File: config.mk
export PLATFORM = sky130hd
export DESIGN_NAME = ex_mem_stage_reg
export DESIGN_NICKNAME = d
export VERILOG_FILES = /design/src/rtl/pipe_pkg.sv /design/src/rtl/ex_mem_stage_reg_sat_counter.sv /design/src/rtl/ex_mem_stage_reg.sv
export SDC_FILE = /design/constraint.sdc
export NUM_CORES = 1
export LEC_CHECK = 0
export CELL_PAD_IN_SITES_DETAIL_PLACEMENT = 0
export CELL_PAD_IN_SITES_GLOBAL_PLACEMENT = 1
export CORE_MARGIN = 3
export CORE_UTILIZATION = 30
export DETAILED_ROUTE_END_ITERATION = 12
export PLACE_DENSITY_LB_ADDON = 0.1
export SLEW_MARGIN = 40
export SYNTH_ARGS = -nofsm -noshare
export SYNTH_HDL_FRONTEND = slang
export SYNTH_SLANG_ARGS = --single-unit
File: constraint.sdc
create_clock -name clk -period 2.59 [get_ports clk]
set_clock_uncertainty 0.2 [all_clocks]
set_input_delay 0.6475 -clock clk [delete_from_list [all_inputs] [get_ports clk]]
set_output_delay 0.6475 -clock clk [all_outputs]
set_load 0.005 [all_outputs]
File: src/rtl/pipe_pkg.sv
// Shared types and default widths for the 5-stage pipeline boundary registers.
// ctrl_mem_t carries the control signals that travel from EX into MEM/WB.
package pipe_pkg;

    typedef struct packed {
        logic reg_write;
        logic mem_to_reg;
        logic branch;
        logic mem_read;
        logic mem_write;
    } ctrl_mem_t;

    localparam ctrl_mem_t CTRL_BUBBLE = '0;

    localparam int DATA_W_DEF = 32;
    localparam int ADDR_W_DEF = 5;

endpackage

File: src/rtl/ex_mem_stage_reg_sat_counter.sv
// Saturating up-counter with synchronous reset and clear.
// It stops at all-ones and never wraps; clr overrides inc.
module sat_counter #(
    parameter int CNT_W = 16
) (
    input  logic             clk,
    input  logic             rst,
    input  logic             clr,
    input  logic             inc,
    output logic [CNT_W-1:0] count
);

    logic [CNT_W-1:0] count_reg;

    always_ff @(posedge clk) begin
        if (rst || clr) begin
            count_reg <= '0;
        end else if (inc && !(&count_reg)) begin
            count_reg <= count_reg + CNT_W'(1);
        end
    end

    assign count = count_reg;

endmodule

File: src/rtl/ex_mem_stage_reg.sv
// EX/MEM pipeline boundary register. It supports stall (hold), flush (bubble insertion) and squashing of control on invalid slots.
// It also keeps saturating stall and flush event counters for hazard-unit debug.
module ex_mem_stage_reg
    import pipe_pkg::*;
#(
    parameter int DATA_W = DATA_W_DEF,
    parameter int ADDR_W = ADDR_W_DEF,
    parameter int CNT_W  = 16
) (
    input  logic              clk,
    input  logic              rst,
    input  logic              stall,
    input  logic              flush,
    input  logic              cnt_clr,
    input  logic              in_valid,
    input  logic              reg_write_in,
    input  logic              mem_to_reg_in,
    input  logic              branch_in,
    input  logic              mem_read_in,
    input  logic              mem_write_in,
    input  logic [DATA_W-1:0] add_result_in,
    input  logic [DATA_W-1:0] alu_result_in,
    input  logic [DATA_W-1:0] read_data_2_in,
    input  logic [ADDR_W-1:0] write_addr_in,
    input  logic              zero_in,
    output logic              out_valid,
    output logic              reg_write_out,
    output logic              mem_to_reg_out,
    output logic              branch_out,
    output logic              mem_read_out,
    output logic              mem_write_out,
    output logic [DATA_W-1:0] add_result_out,
    output logic [DATA_W-1:0] alu_result_out,
    output logic [DATA_W-1:0] read_data_2_out,
    output logic [ADDR_W-1:0] write_addr_out,
    output logic              zero_out,
    output logic [CNT_W-1:0]  stall_cnt,
    output logic [CNT_W-1:0]  flush_cnt
);

    ctrl_mem_t         ctrl_in;
    ctrl_mem_t         ctrl_reg;
    logic              valid_reg;
    logic [DATA_W-1:0] add_result_reg;
    logic [DATA_W-1:0] alu_result_reg;
    logic [DATA_W-1:0] read_data_2_reg;
    logic [ADDR_W-1:0] write_addr_reg;
    logic              zero_reg;

    always_comb begin
        ctrl_in            = CTRL_BUBBLE;
        ctrl_in.reg_write  = reg_write_in;
        ctrl_in.mem_to_reg = mem_to_reg_in;
        ctrl_in.branch     = branch_in;
        ctrl_in.mem_read   = mem_read_in;
        ctrl_in.mem_write  = mem_write_in;
    end

    always_ff @(posedge clk) begin
        if (rst || flush) begin
            valid_reg       <= 1'b0;
            ctrl_reg        <= CTRL_BUBBLE;
            add_result_reg  <= '0;
            alu_result_reg  <= '0;
            read_data_2_reg <= '0;
            write_addr_reg  <= '0;
            zero_reg        <= 1'b0;
        end else if (!stall) begin
            valid_reg       <= in_valid;
            // An invalid slot must never cause a register-file or memory write.
            ctrl_reg        <= in_valid ? ctrl_in : CTRL_BUBBLE;
            add_result_reg  <= add_result_in;
            alu_result_reg  <= alu_result_in;
            read_data_2_reg <= read_data_2_in;
            write_addr_reg  <= write_addr_in;
            zero_reg        <= zero_in;
        end
    end

    assign out_valid       = valid_reg;
    assign reg_write_out   = ctrl_reg.reg_write;
    assign mem_to_reg_out  = ctrl_reg.mem_to_reg;
    assign branch_out      = ctrl_reg.branch;
    assign mem_read_out    = ctrl_reg.mem_read;
    assign mem_write_out   = ctrl_reg.mem_write;
    assign add_result_out  = add_result_reg;
    assign alu_result_out  = alu_result_reg;
    assign read_data_2_out = read_data_2_reg;
    assign write_addr_out  = write_addr_reg;
    assign zero_out        = zero_reg;

    // Flush outranks stall, so a combined request counts only as a flush.
    sat_counter #(.CNT_W(CNT_W)) u_stall_cnt (
        .clk   (clk),
        .rst   (rst),
        .clr   (cnt_clr),
        .inc   (stall && !flush),
        .count (stall_cnt)
    );

    sat_counter #(.CNT_W(CNT_W)) u_flush_cnt (
        .clk   (clk),
        .rst   (rst),
        .clr   (cnt_clr),
        .inc   (flush),
        .count (flush_cnt)
    );

endmodule
==> impl_table.tex <==
\begin{tabular}{lr}
\hline
Metric & Value \\
\hline
\multicolumn{2}{l}{\textbf{Global routing}} \\
\quad Maximum number of pins on one net before global-route repair & 65 \\
\quad Number of global-route vias before repair & 4,755 \\
\quad Antenna violations before repair & 0 \\
\quad Total global routing overflow & 0 \\
\quad Global Route Usage Sum & 16.2\% \\
\quad Wire length of the first global-routing pass & 25,500 um \\
\multicolumn{2}{l}{\textbf{Logic synthesis}} \\
\quad Yosys warning count & 0 \\
\quad FFs w/ async S/R, synth & 0\% \\
\quad Most frequently used flop master after synthesis & dfxtp\_1 \\
\quad Average footprint of a synthesized cell & 10.1 um2 \\
\quad Most instantiated cells after synthesis & dfxtp\_1 (140), nor2\_1 (139), mux2i\_1 (106) \\
\quad Leading area contributor after synthesis & dfxtp\_1 \\
\quad Mux contribution to synthesized area & 19.6\% \\
\quad Number of nets in the synthesized netlist & 650 \\
\quad Netlist cell types & 48 \\
\quad Compound-gate portion of the synthesized area & 3.62\% \\
\quad Number of enable flip-flop cells after synthesis & 0 \\
\quad \#FFs+latches synth & 140 \\
\quad Simple-gate portion of the synthesized area & 18.7\% \\
\quad Leading cell type by number of instances after synthesis & dfxtp\_1 \\
\quad Dominant cells by area after synthesis & dfxtp\_1 (52\%), mux2i\_1 (20\%), nor2\_1 (9.6\%) \\
\quad Synthesized area & 0.00542 mm2 \\
\quad Post-synth top area share & 51.7\% \\
\quad Combinational family with the most area after synthesis & multiplexers \\
\quad Gate count of the mapped netlist & 535 \\
\quad Xor and xnor area share after synthesis & 3.07\% \\
\quad Share of synthesized area occupied by flip-flops and latches & 51.7\% \\
\quad Post-synthesis adder-cell area fraction & 0.461\% \\
\multicolumn{2}{l}{\textbf{Critical path}} \\
\quad Crit path max-delay cell type & clkdlybuf4s50\_1 \\
\quad Largest delay contributor family on the critical path & buffers and inverters \\
\quad Crit path largest cell delay & 0.57 ns \\
\quad Crit Path Category & flop to primary output \\
\quad Arrival time worst endpoint & 1.48 ns \\
\quad Required @ worst endpoint & 1.74 ns \\
\quad Critical Path Start Type & flop \\
\quad Number of buffer and inverter stages on the critical path & 1 \\
\quad Crit. End Element & primary output \\
\quad Cells traversed along the worst timing path & clkdlybuf4s50\_1 \\
\quad CP Max Fanout & 7 \\
\multicolumn{2}{l}{\textbf{Timing}} \\
\quad Final hold violation count & 0 \\
\quad Normalized max-slew margin & 50.8\% \\
\quad Final setup violating endpoints & 0 \\
\quad Worst Tran Pin Value & 0.738 ns \\
\quad Highest clock frequency the design can meet & 0.430 GHz \\
\quad Unrepaired setup endpoints after global routing & no \\
\quad Minimum period implied by the final worst setup slack & 2.32 ns \\
\quad Final worst path period share & 89.7\% \\
\quad Fin. max-slew vios & 0 \\
\quad Setup TNS & 0 ns \\
\multicolumn{2}{l}{\textbf{Final layout}} \\
\quad Number of antenna repair diodes & 0 \\
\quad Share of layout cells above drive strength 1 & 7.30\% \\
\quad Flip-flop and latch area & 0.00280 mm2 \\
\quad Filler cells & 1,656 \\
\quad Net count, final & 898 \\
\quad Area of the multi-input gates & 0.00247 mm2 \\
\quad Area Overhead vs Synth & 60.3\% \\
\quad Share of the core filled with cells in the final layout & 49.8\% \\
\multicolumn{2}{l}{\textbf{Routing}} \\
\quad DR iter-0 viols & 148 \\
\quad Routed Wire Length & 16,100 um \\
\quad Via/cell ratio & 4.57 \\
\quad Drt first pass iters & 4 \\
\quad Remaining routing DRC violations & 0 \\
\quad Detail Route Antenna Nets & 0 \\
\quad WL/cell & 15.8 um \\
\quad Count of vias placed by the detailed router & 4,656 \\
\multicolumn{2}{l}{\textbf{Clock tree}} \\
\quad Hold-fix buffers, CTS & 0 \\
\quad Post-CTS setup-driven buffer insertion count & 0 \\
\quad Cell at the root of the clock tree & clkbuf\_16 \\
\quad Num CTS Buffers & 17 \\
\quad TritonCTS clock tree & built \\
\quad Clock sink total & 140 \\
\quad H-tree Lvls & 4 \\
\quad Maximum clock path buffer count & 2 \\
\quad Clock insertion delay at the later pin of the skew report & 0.41 ns \\
\quad CTS clock-pin slew for the worst setup and hold paths & 0.06 ns \\
\quad Number of gates resized after CTS & 0 \\
\multicolumn{2}{l}{\textbf{Flow run}} \\
\quad Max capacitance violation total & 0 \\
\multicolumn{2}{l}{\textbf{Floorplanning}} \\
\quad Std-Cell Rows & 48 \\
\quad Die Y & 140 um \\
\quad Die Footprint & 0.0197 mm2 \\
\quad Core region area & 0.0175 mm2 \\
\quad Effective utilization at floorplan & 31.0\% \\
\quad Floorplan die width & 140 um \\
\quad Number of top-level pins & 253 \\
\multicolumn{2}{l}{\textbf{Power and ir drop}} \\
\quad IR Drop Worst-Case VDD & 0.000430 V \\
\quad Cell area power density & 573 mW/mm2 \\
\quad Static leakage & 3.44 nW \\
\multicolumn{2}{l}{\textbf{Run status}} \\
\quad Outcome & complete, no violations \\
\multicolumn{2}{l}{\textbf{Placement}} \\
\quad HPWL Detailed & 12,000 um \\
\quad Routability cong. & 0.801 \\
\quad Port Buf Inserts & 252 \\
\multicolumn{2}{l}{\textbf{Worst hold path}} \\
\quad Path type of the worst min-delay path & flop to flop \\
\hline
\end{tabular}
==> kinds of logic (layout without fill, tap and decap cells) <==
kind of cell / after synthesis / after routing
compound gates: 27 / 27
xor+xnor: 19 / 19
fa+ha+maj: 2 / 2
buf+inv: 33 / 292
flops: 140 / 140
mux: 106 / 106
simple gates: 208 / 208
==> layout by cell type, fill, tap and decap left out, types with 2 or more instances in the layout <==
| master | synthesis | final |
|---|---|---|
| clkdlybuf4s50_1 | 0 | 251 |
| dfxtp_1 | 140 | 140 |
| nor2_1 | 139 | 139 |
| mux2i_1 | 106 | 106 |
| clkbuf_16 | 0 | 17 |
| nand2_1 | 12 | 12 |
| xnor2_1 | 11 | 11 |
| nand4_1 | 8 | 8 |
| a21oi_1 | 8 | 8 |
| xor2_1 | 8 | 8 |
| nand3_1 | 7 | 7 |
| clkinv_2 | 0 | 7 |
| nor3_1 | 6 | 6 |
| a22oi_1 | 5 | 5 |
| buf_4 | 2 | 5 |
| and3_1 | 4 | 4 |
| o21ai_0 | 4 | 4 |
| nand3_2 | 3 | 3 |
| or3_1 | 3 | 3 |
| nor3_4 | 3 | 3 |
| inv_1 | 3 | 3 |
| o211ai_1 | 3 | 3 |
| and4_1 | 2 | 2 |
| or2_2 | 3 | 2 |
| nand2_2 | 2 | 2 |
| a41oi_1 | 2 | 2 |
| ha_1 | 2 | 2 |
| clkbuf_8 | 0 | 2 |
| clkbuf_1 | 13 | 2 |
| buf_12 | 0 | 2 |
==> worst paths after layout <==
kind	from	end	slack [ns]	depth (start not counted)
max	u_stall_cnt.count[5]$_SDFFE_PP0P_	stall_cnt[5]	0.27	1
min reg2reg	out_valid$_SDFFE_PP0N_	out_valid$_SDFFE_PP0N_	0.29	2
min	out_valid$_SDFFE_PP0N_	out_valid$_SDFFE_PP0N_	0.29	2
max reg2reg	u_stall_cnt.count[0]$_SDFFE_PP0P_	u_stall_cnt.count[14]$_SDFFE_PP0P_	0.70	6
==> routing by layer <==
layer | vias up | track usage, % | routed length, um
met1 | 2142 | 19.1 | 6900
li1 | 2311 | - | -
met3 | 21 | 6.52 | 1390
met2 | 182 | 26.6 | 7530
met4 | 0 | 5.81 | 308
met5 | - | 0 | 0
==> report_power, final <==
| group | switching [W] | internal (W) | leakage [nW] |
|---|---|---|---|
| Clock | 0.000874 | 0.00135 | 0.268 |
| Combinational | 0.000186 | 0.000334 | 2.03 |
| Sequential | 0.0000287 | 0.00221 | 1.14 |
==> through the flow <==
stage                     std cells  instance area [um2]  hold WS, ns  power (W)  worst slack [ns]
after floorplan                 535                 5420        0.283    0.00248             0.712
after global placement          989                 8160        0.273    0.00280            0.0275
after detailed placement        989                 8160        0.282    0.00281           0.00821
after CTS                      1019                 8700        0.295    0.00507             0.241
after global routing           1019                 8700        0.321    0.00521             0.195
final                          1019                 8700        0.286    0.00498             0.266
==> cell type report <==
class | instances | share of cell area [%]
clock buffers | 21 | 5.29
repair buffers | 259 | 29.9
inverters | 3 | 0.129
flip-flops and latches | 140 | 32.2
well taps | 225 | 3.24
multi-input cells | 362 | 28.4
clock inverters | 9 | 0.834
(Power assumes the default switching activity.)
